$ cat src/rtl/seg_alu_scan.sv
// Captures an N-bit ALU result (add/sub/or/xor) with carry/borrow flag on load,
// and scans it as hex digits onto a multiplexed 7-segment display with registered outputs.
module seg_alu_scan #(
    parameter int N        = 8,
    parameter int PRESCALE = 4,
    localparam int DIGITS  = (N + 3) / 4
) (
    input  logic              clk,
    input  logic              rst,
    input  logic [N-1:0]      A,
    input  logic [N-1:0]      B,
    input  logic [1:0]        OP2,
    input  logic              load,
    input  logic              EN,
    output logic [6:0]        seg,
    output logic [DIGITS-1:0] an,
    output logic              dp
);

    localparam int PW   = (PRESCALE > 1) ? $clog2(PRESCALE) : 1;
    localparam int DW   = (DIGITS > 1) ? $clog2(DIGITS) : 1;
    localparam int PADW = DIGITS * 4;

    logic [N-1:0]        r_result;
    logic                r_flag;
    logic [PW-1:0]       r_pc;
    logic [DW-1:0]       r_di;

    logic [N:0]          w_sum;
    logic [N:0]          w_diff;
    logic [N-1:0]        w_alu;
    logic                w_alu_flag;
    logic [PADW-1:0]     w_pad;
    logic [3:0]          w_nib;
    logic [DIGITS-1:0]   w_onehot;
    logic [6:0]          w_seg;
    logic                w_last_pc;
    logic                w_last_di;

    // One extra bit captures carry-out on add and the unsigned borrow on subtract.
    assign w_sum  = {1'b0, A} + {1'b0, B};
    assign w_diff = {1'b0, A} - {1'b0, B};

    always_comb begin
        w_alu      = '0;
        w_alu_flag = 1'b0;
        case (OP2)
            2'b00:   begin w_alu = w_sum[N-1:0];  w_alu_flag = w_sum[N];  end
            2'b10:   begin w_alu = w_diff[N-1:0]; w_alu_flag = w_diff[N]; end
            2'b01:   w_alu = A | B;
            default: w_alu = A ^ B;
        endcase
    end

    always_comb begin
        w_pad          = '0;
        w_pad[N-1:0]   = r_result;
        w_nib          = '0;
        w_onehot       = '0;
        for (int i = 0; i < DIGITS; i++) begin
            if (r_di == DW'(i)) begin
                w_nib       = w_pad[4*i +: 4];
                w_onehot[i] = 1'b1;
            end
        end
    end

    always_comb begin
        w_seg = 7'b0000000;
        case (w_nib)
            4'h0: w_seg = 7'b1111110;
            4'h1: w_seg = 7'b0110000;
            4'h2: w_seg = 7'b1101101;
            4'h3: w_seg = 7'b1111001;
            4'h4: w_seg = 7'b0110011;
            4'h5: w_seg = 7'b1011011;
            4'h6: w_seg = 7'b1011111;
            4'h7: w_seg = 7'b1110000;
            4'h8: w_seg = 7'b1111111;
            4'h9: w_seg = 7'b1111011;
            4'hA: w_seg = 7'b1110111;
            4'hB: w_seg = 7'b0011111;
            4'hC: w_seg = 7'b1001110;
            4'hD: w_seg = 7'b0111101;
            4'hE: w_seg = 7'b1001111;
            default: w_seg = 7'b1000111;
        endcase
    end

    assign w_last_pc = (r_pc == PW'(PRESCALE - 1));
    assign w_last_di = (r_di == DW'(DIGITS - 1));

    always_ff @(posedge clk or posedge rst) begin
        if (rst) begin
            r_result <= '0;
            r_flag   <= 1'b0;
            r_pc     <= '0;
            r_di     <= '0;
            seg      <= '0;
            an       <= '0;
            dp       <= 1'b0;
        end else begin
            if (load) begin
                r_result <= w_alu;
                r_flag   <= w_alu_flag;
            end
            if (w_last_pc) begin
                r_pc <= '0;
                r_di <= w_last_di ? '0 : r_di + 1'b1;
            end else begin
                r_pc <= r_pc + 1'b1;
            end
            // Outputs sample pre-edge state, so a load lands on the display one edge later.
            if (EN) begin
                seg <= w_seg;
                an  <= w_onehot;
                dp  <= r_flag & w_last_di;
            end else begin
                seg <= '0;
                an  <= '0;
                dp  <= 1'b0;
            end
        end
    end

endmodule

$ cat config.mk
export PLATFORM = sky130hd
export DESIGN_NAME = seg_alu_scan
export DESIGN_NICKNAME = d
export VERILOG_FILES = /design/src/rtl/seg_alu_scan.sv
export SDC_FILE = /design/constraint.sdc
export NUM_CORES = 1
export LEC_CHECK = 0
export CAP_MARGIN = 40
export CORE_MARGIN = 2
export CORE_UTILIZATION = 50
export DETAILED_ROUTE_END_ITERATION = 12
export GPL_ROUTABILITY_DRIVEN = 0
export PLACE_DENSITY = 0.83
export SYNTH_ARGS = -nofsm -noshare
export SYNTH_HDL_FRONTEND = slang
export SYNTH_SLANG_ARGS = --single-unit
$ cat constraint.sdc
create_clock -name clk -period 4.2 [get_ports clk]
set_clock_uncertainty 0.2 [all_clocks]
set_input_delay 0.84 -clock clk [delete_from_list [all_inputs] [get_ports clk]]
set_output_delay 0.84 -clock clk [all_outputs]
set_load 0.05 [all_outputs]
==> impl_metrics.tcl <==
set metrics [dict create \
    synthArstFlopShare 1.00 \
    power.switching_mw 0.248 \
    status "finished clean" \
    worst_hold_slack_ps 229 \
    synth-seq-area-share 0.260 \
    yosys-top-cells-count "inv_1, ha_1, dfrtp_1, nand2_1, nor2_1" \
    maxSlewViolCount 0 \
    count_of_cells_resized_by_post_cts_repair 0 \
    dieWidth_um 69.1 \
    num-fill-cells 380 \
    mappedNetlistNets 303 \
    pwr-share-seq 0.355 \
    drt_first_iter_violations 69 \
    detail_route.first_pass.iterations 5 \
    setup_repair_after_global_routing_missed_its_margin "false" \
    global_route_wire_length_before_repair_um 7220 \
    die_height_um 69.1 \
    final_setup_violating_endpoints 0 \
    cts_tree "yes" \
    route.vias.total 1770 \
    comb_power_share 0.433 \
    drive_above_1_share 0.0733 \
    timing.reg2reg.setup_slack_ps 1730 \
    synth_edf_count 0 \
    cts-root-to-sink-buffers 2 \
    clk_transition_reported_paths_ps 70 \
    grt_start_max_net_pins 23 \
    synth.distinct_cells 57 \
    report.final.hold_viol_count 0 \
    groute.usage.overall 0.180 \
    synth_top_flop_cell "dfrtp_1" \
    top_area_cells_in_the_synthesized_netlist "dfrtp_1, ha_1, inv_1" \
    grt_antenna_before_repair 0 \
    slew_headroom 0.483 \
    multi_input_comb_area_sq_um 1370 \
    clock-root-buffer "clkbuf_8" \
    mappedNetlistArea_sq_um 2120 \
    yosys.area.top_type "dfrtp_1" \
    post-layout-total-power_mw 0.692 \
    initial_utilization 0.525 \
    hold_class "reg -> reg" \
    worst_min_path_start "r_pc[0]$_DFF_PP0_" \
    route.antenna.remaining_nets 0 \
    final.setup.worst_slack_ps 1160 \
    count_of_h_tree_levels_built_during_cts 1 \
    power_report.internal_total_mw 0.444 \
    post-route-min-period_ps 3040 \
    grt_pass1_vias 1725 \
    synthToLayoutAreaGrowth_pct 18.2 \
    leakagePower_nw 1.18 \
    crit-reg2reg-capture "seg[3]$_DFF_PP0_" \
    synthesis.area_per_instance_sq_um 8.54 \
    detail_route.drc_violations 0 \
    power_frac_clock 0.212 \
    layout.core_utilization 0.621 \
    fmax_ghz 0.329 \
    sum_neg_setup_slack_ps 0 \
    reg_to_reg_start "r_di$_DFFE_PP0P_" \
    port_buffers 31 \
    required_time_of_the_critical_path_ps 4150 \
    power_density_nw_per_um2 276 \
    insertion_delay_ps 260 \
    yosysTopAreaCellShare 0.260 \
    number_of_flip_flops_and_latches_in_the_synthesized_netlist 22 \
    cts_sinks 22 \
    power.share.switching 0.358 \
    post_synth_inst_count 248 \
    routed_wire_length_um 4080 \
    crit_path_start "A[1]" \
    max-cap-violations 0 \
    hold_depth 1 \
    yosysWarningCount 0 \
    setup.worst_path.class "in -> reg" \
    peakVddDrop_mv 0.121 \
    postCtsSetupRepairBufs 0 \
    design.final.nets 329 \
    globalRoute.totalOverflow 0 \
    min_to "r_pc[0]$_DFF_PP0_" \
    cts_hold_repair.buffers 0 \
    tightestPinTransition_ps 774 \
    critPathCaptureType "flop" \
    period_share 0.723 \
    crit_path_start_kind "primary input" \
    cts_inserted_buffers 3 \
    fp.dieArea_sq_um 4770 \
    number_of_rows_created_at_floorplan 23 \
    place.detailed.hpwl_um 3310 \
    antenna_fix_cells 0 \
    seq_area_sq_um 551 \
    wl_per_cell_um 12.6 \
    critPathMaxFanout 4 \
    core_sq_um 4030 \
    reg2regPathDepth 5 \
    top_level_ports 32 \
    cp.arrival_ps 2990 \
    via_per_inst 5.48 \
    dp_worst_setup_slack_ps 915 \
    yosysMostFrequentCell "inv_1" \
]
==> how the worst max path moves through the flow <==
| stage | depth (start not counted) | slack [ps] | endpoint |
|---|---|---|---|
| floorplan | 10 | 1660 | r_result[6]$_DFFE_PP0P_ |
| global placement | 9 | 940 | r_result[5]$_DFFE_PP0P_ |
| detailed placement | 8 | 920 | r_result[5]$_DFFE_PP0P_ |
| CTS | 8 | 1190 | r_result[5]$_DFFE_PP0P_ |
| global route | 9 | 1030 | r_result[7]$_DFFE_PP0P_ |
| finish | 8 | 1160 | r_result[5]$_DFFE_PP0P_ |
==> final cells by class <==
cell class                      count  share of cell area
Clock buffer                        4              0.0220
Tap cell                           50              0.0250
Inverter                           35              0.0525
Timing Repair Buffer               34               0.133
Sequential cell                    22               0.220
Multi-Input combinational cell    178               0.547
==> sequential cells by signal, indices dropped and copies added (netlist names) <==
name      count
an            2
dp            1
r_di          1
r_flag        1
r_pc          2
r_result      8
seg           7
==> placed cells by master, fill, tap and decap left out, types with 2 or more instances in the layout <==
master	count
inv_1	35
ha_1	31
clkdlybuf4s50_1	31
dfrtp_1	22
nand2_1	21
nor2_1	20
a21oi_1	17
o21ai_0	9
mux2i_1	8
o211ai_1	5
nor2b_1	5
o21a_1	4
nand3_1	4
clkbuf_8	4
nand2b_1	3
o31ai_1	3
buf_4	3
nand3b_1	2
a21o_1	2
nor3_1	2
mux2_2	2
xnor2_1	2
o311a_1	2
mux4_2	2
a21boi_0	2
fa_1	2
==> worst max-delay path, stage by stage <==
cell             delay, ps
clkdlybuf4s50_1        570
inv_1                  110
ha_1                   360
o21ba_2                250
o21ai_2                280
mux2i_1                250
nand2_1                 80
a32o_1                 250
==> cell families after synthesis <==
group,synth area share
buffers and inverters,0.0928
AND/OR/NAND/NOR,0.148
XOR/XNOR,0.0124
flip-flops,0.260
adder cells (fa/ha/maj),0.202
multiplexers,0.0697
AO/OA/AOI/OAI,0.215
==> layer usage <==
| metal | wire, um | up-vias | track usage |
|---|---|---|---|
| met5 | 0 | - | 0 |
| met2 | 2010 | 53 | 0.315 |
| met4 | 114 | 0 | 0.0959 |
| met3 | 173 | 12 | 0.0146 |
| met1 | 1790 | 815 | 0.219 |
| li1 | - | 890 | - |
==> through the flow <==
step / cells / area, sq um
4_1_cts: 323 / 2500
3_3_place_gp: 318 / 2440
6_report: 323 / 2500
2_1_floorplan: 248 / 2120
5_1_grt: 323 / 2500
3_5_place_dp: 319 / 2450
==> power groups by stage <==
stage | clock, mW | combinational, mW | sequential, mW
3_3_place_gp | 0 | 0.289 | 0.249
4_1_cts | 0.152 | 0.300 | 0.246
2_1_floorplan | 0 | 0.174 | 0.290
5_1_grt | 0.159 | 0.330 | 0.249
6_report | 0.147 | 0.299 | 0.246
3_5_place_dp | 0 | 0.299 | 0.250
No activity file was read; power rests on OpenSTA's default activity.
==> RTL edit 1 (same settings) <==
Register the input `EN` before use. The logic sees it one clock later. The other inputs are not delayed to match.
--- a/src/rtl/seg_alu_scan.sv
+++ b/src/rtl/seg_alu_scan.sv
@@ -22,2 +22,8 @@
     localparam int PADW = DIGITS * 4;
+
+    logic EN_q;
+
+    always_ff @(posedge clk) begin
+        EN_q <= EN;
+    end
 
@@ -113,3 +119,3 @@
             // Outputs sample pre-edge state, so a load lands on the display one edge later.
-            if (EN) begin
+            if (EN_q) begin
                 seg <= w_seg;
Formal check against the unedited RTL: not equivalent (a bounded check fails within 4 cycles, from zero or initial values and one cycle with rst high).
==> RTL edit 1 against the original RTL <==
  * Total power shrank 0.48%
  * Wire length shrank 3.4%
  * Setup slack worse by 27 ps
  * Fmax fell by 0.89%
  * Sequential cell count is 1 higher
  * Cell area increased by 1.1%
  * Final cell count is the same
  * Synthesized area is 2.2% higher
  * First-iteration DRC count fell by 25%
==> RTL edit 1: results (changes against the original RTL) <==
status=finished, final reports clean; M1 GR Usage=0.218 (-0.00137); GRT Resource Usage Total=0.170 (-0.0109); XOR/XNOR share of the synthesized area=0.0121 (-0.000266); dominant synthesized flop cell=dfrtp_1; met2 Use GR=0.289 (-0.0263); Routed wire per std cell=12.2 um (-3.4%); Synth top area share=0.254 (-0.00556); via count=1763 (-0.40%); Compound-Gate Fraction of Synth Area=0.204 (-0.0115); synth unique cells=56 (-1.8%); Post-Synth Adder-Cell Area=0.198 (-0.00433); Detailed Routing Iterations Pass 1=4 (-1); leakage=1.19 nW (+0.59%); count of input and output buffers=31 (unchanged); top cells by area, synth=dfrtp_1 25%, ha_1 18%, inv_1 5.9%; GR Util met3=0.0189 (+0.00428); worst endpoint data arrival time=3030 ps (+40 ps); # fillers=347 (-8.7%); mux cell area share after synthesis=0.0682 (-0.00149); relative slew slack=0.478 (-0.00563); routed wl met2=1.93 mm (-3.6%); Post-synth ARST share=0.957 (-0.0435); Critical Path Max Stage Delay=550 ps (-20 ps); largest net degree at the start of global routing=23 (unchanged); P_seq=0.000257 W (+4%); DP Wirelength=3.14 mm (-5.1%); syn nets=304 (+0.33%); Post-Route M1 WL=1.79 mm (+0.22%); R2R depth=5 (unchanged); first-pass GRT wire length=6.88 mm (-4.7%); vias in the first global route=1597 (-7.4%); sequential share of the synthesized area=0.264 (+0.00369); worst vdd ir=0.000134 V (+10%); Iter 0 DRT Violations=52 (-25%); share of cells above drive strength 1=0.0476 (-0.0256); Hold Crit Depth=1 (unchanged)
RTL edit 1: cell types whose count changed after synthesis, moves of 2 or more:
cell,change
nand2_1,-2
o21ai_1,+4
o21ai_0,-2
mux2_2,-2
mux2_1,+2
RTL edit 1: kinds of logic (layout without fill, tap and decap cells):
kind of cell	Yosys count	in the layout
AOI/OAI and AO/OA	63	63
xor gates and xnor gates	3	3
adders and majority gates	33	33
buffers and inverters	48	72
DFF	23	23
muxes	12	12
and+or+nand+nor	67	67
RTL edit 1: worst min-delay path by stage:
stage	slack (ps)	end	startpoint
floorplan	200	r_pc[0]$_DFF_PP0_	r_pc[0]$_DFF_PP0_
global route	250	r_pc[0]$_DFF_PP0_	r_pc[0]$_DFF_PP0_
finish	230	r_pc[0]$_DFF_PP0_	r_pc[0]$_DFF_PP0_
detailed placement	230	r_pc[0]$_DFF_PP0_	r_pc[0]$_DFF_PP0_
CTS	240	r_pc[0]$_DFF_PP0_	r_pc[0]$_DFF_PP0_
global placement	220	r_pc[0]$_DFF_PP0_	r_pc[0]$_DFF_PP0_
RTL edit 1: through the flow:
stage	power, W	cells	instance area (sq um)	setup WS [ps]	hold WS (ps)
3_3_place_gp	0.000548	318	2470	883	216
5_1_grt	0.000737	323	2530	975	253
6_report	0.000689	323	2530	1140	232
3_5_place_dp	0.000557	319	2480	851	227
2_1_floorplan	0.000477	249	2160	1550	203
4_1_cts	0.000695	323	2530	1140	237
RTL edit 1: cell type report:
cell class / instances / area share
Tap cell: 50 / 0.0247
Clock inverter: 1 / 0.00198
Inverter: 34 / 0.0505
Multi-Input combinational cell: 178 / 0.549
Timing Repair Buffer: 34 / 0.132
Clock buffer: 3 / 0.0163
Sequential cell: 23 / 0.226
==> RTL edit 2 (same settings) <==
Made on the original files. `PRESCALE`: 4 -> 2.
--- a/src/rtl/seg_alu_scan.sv
+++ b/src/rtl/seg_alu_scan.sv
@@ -4,3 +4,3 @@
     parameter int N        = 8,
-    parameter int PRESCALE = 4,
+    parameter int PRESCALE = 2,
     localparam int DIGITS  = (N + 3) / 4
Check against the original RTL: not equivalent (a bounded check fails within 4 cycles, from zero or initial values and one cycle with rst high).
==> RTL edit 2 against the original RTL <==
  * Final cell count fell by 2.2%
  * Sequential power decreased by 3%
  * Sequential cell count decreased by 1
  * Setup slack better by 65 ps
  * Synthesized area shrank 0.83%
  * Count of clock-buffer cells in the layout decreased by 1
  * Clock power decreased by 11%
  * Die area is 0.78% lower
  * Non-clock buffer count grew 1
  * Wire length grew 1.2%
  * Total power shrank 3.4%
  * Cell area down 0.85%
  * Highest routed layer unchanged
==> RTL edit 2: results (changes against the original RTL) <==
met2 Use GR=0.362 (+0.0466); Critical Path Max Stage Delay=520 ps (-50 ps); worst reg-to-reg setup slack=1710 ps (-20 ps); worst endpoint data arrival time=2920 ps (-70 ps); crit path max fanout=9 (+5); worst vdd ir=0.000122 V (+0.46%); Hold Startpoint=r_pc$_DFF_PP0_; Compound-Gate Fraction of Synth Area=0.229 (+0.0137); syn nets=295 (-2.6%); XOR/XNOR share of the synthesized area=0.0167 (+0.00428); initial antenna violation count=0 (unchanged); CP endpoint=r_result[6]$_DFFE_PP0P_; first-pass GRT wire length=7.22 mm (about the same); Routed wire per std cell=13.1 um (+3.5%); sequential share of the synthesized area=0.250 (-0.00975); leakage=1.20 nW (+1.3%); met3 WL=116 um (-33%); pre-CTS WS=959 ps (+44.1 ps); mux cell area share after synthesis=0.0745 (+0.00475); synth unique cells=54 (-5.3%); Multi-input gate area=1390 sq um (+1.2%); CP startpoint=A[4]; top cells by area, synth=dfrtp_1 25%, ha_1 18%, inv_1 5.7%; Slew @ Worst Pin=758 ps (-16.4 ps); dpl cell area=2430 sq um (-0.51%); vias in the first global route=1682 (-2.5%); GRT Resource Usage Total=0.199 (+0.0187); Detailed Routing Iterations Pass 1=4 (-1); Top Registers=r_result x8, seg x7, an x2; DR vias/cell=5.51 (+0.60%); Final nets=322 (-2.1%); Synth top cells by count=32 x inv_1, 31 x ha_1, 21 x dfrtp_1; Crit-path slowest cell=a2111oi_1; DP Wirelength=3.34 mm (+0.89%); routed wl met2=2.05 mm (+2.3%); share of cells above drive strength 1=0.0602 (-0.0131); # fillers=354 (-6.8%); status=finished, final reports clean; GR Util met3=0.0130 (-0.00163); Post-Synth Adder-Cell Area=0.204 (+0.00169); final hold slack=237 ps (+7.47 ps); M1 GR Usage=0.244 (+0.0244); worst setup margin=1230 ps (+64.8 ps)
[RTL edit 2: cell count changes in the layout (fill, tap and decap cells not counted), moves of 3 or more]
cell     change
nor2_1       -7
o21a_1       -3
inv_1        -3
nand2_1      -9
nor3_1       +4
[RTL edit 2: area by class of cell]
cell class	instances	share of cell area
Clock buffer	3	0.0166
Clock inverter	1	0.00202
Inverter	32	0.0484
Multi-Input combinational cell	174	0.559
Sequential cell	21	0.212
Tap cell	50	0.0252
Timing Repair Buffer	35	0.137
[RTL edit 2: where the power goes]
| part | internal (W) | total [W] | switching [W] |
|---|---|---|---|
| logic | 0.000125 | 0.000298 | 0.000174 |
| clock network | 0.0000661 | 0.000131 | 0.0000651 |
| registers | 0.000228 | 0.000239 | 0.0000115 |
| total | 0.000418 | 0.000668 | 0.000250 |
[RTL edit 2: through the flow]
step                      power [W]  cells
after detailed placement   0.000541    312
after floorplan            0.000455    240
after global placement     0.000532    311
after CTS                  0.000671    316
final                      0.000668    316
after global routing       0.000715    316
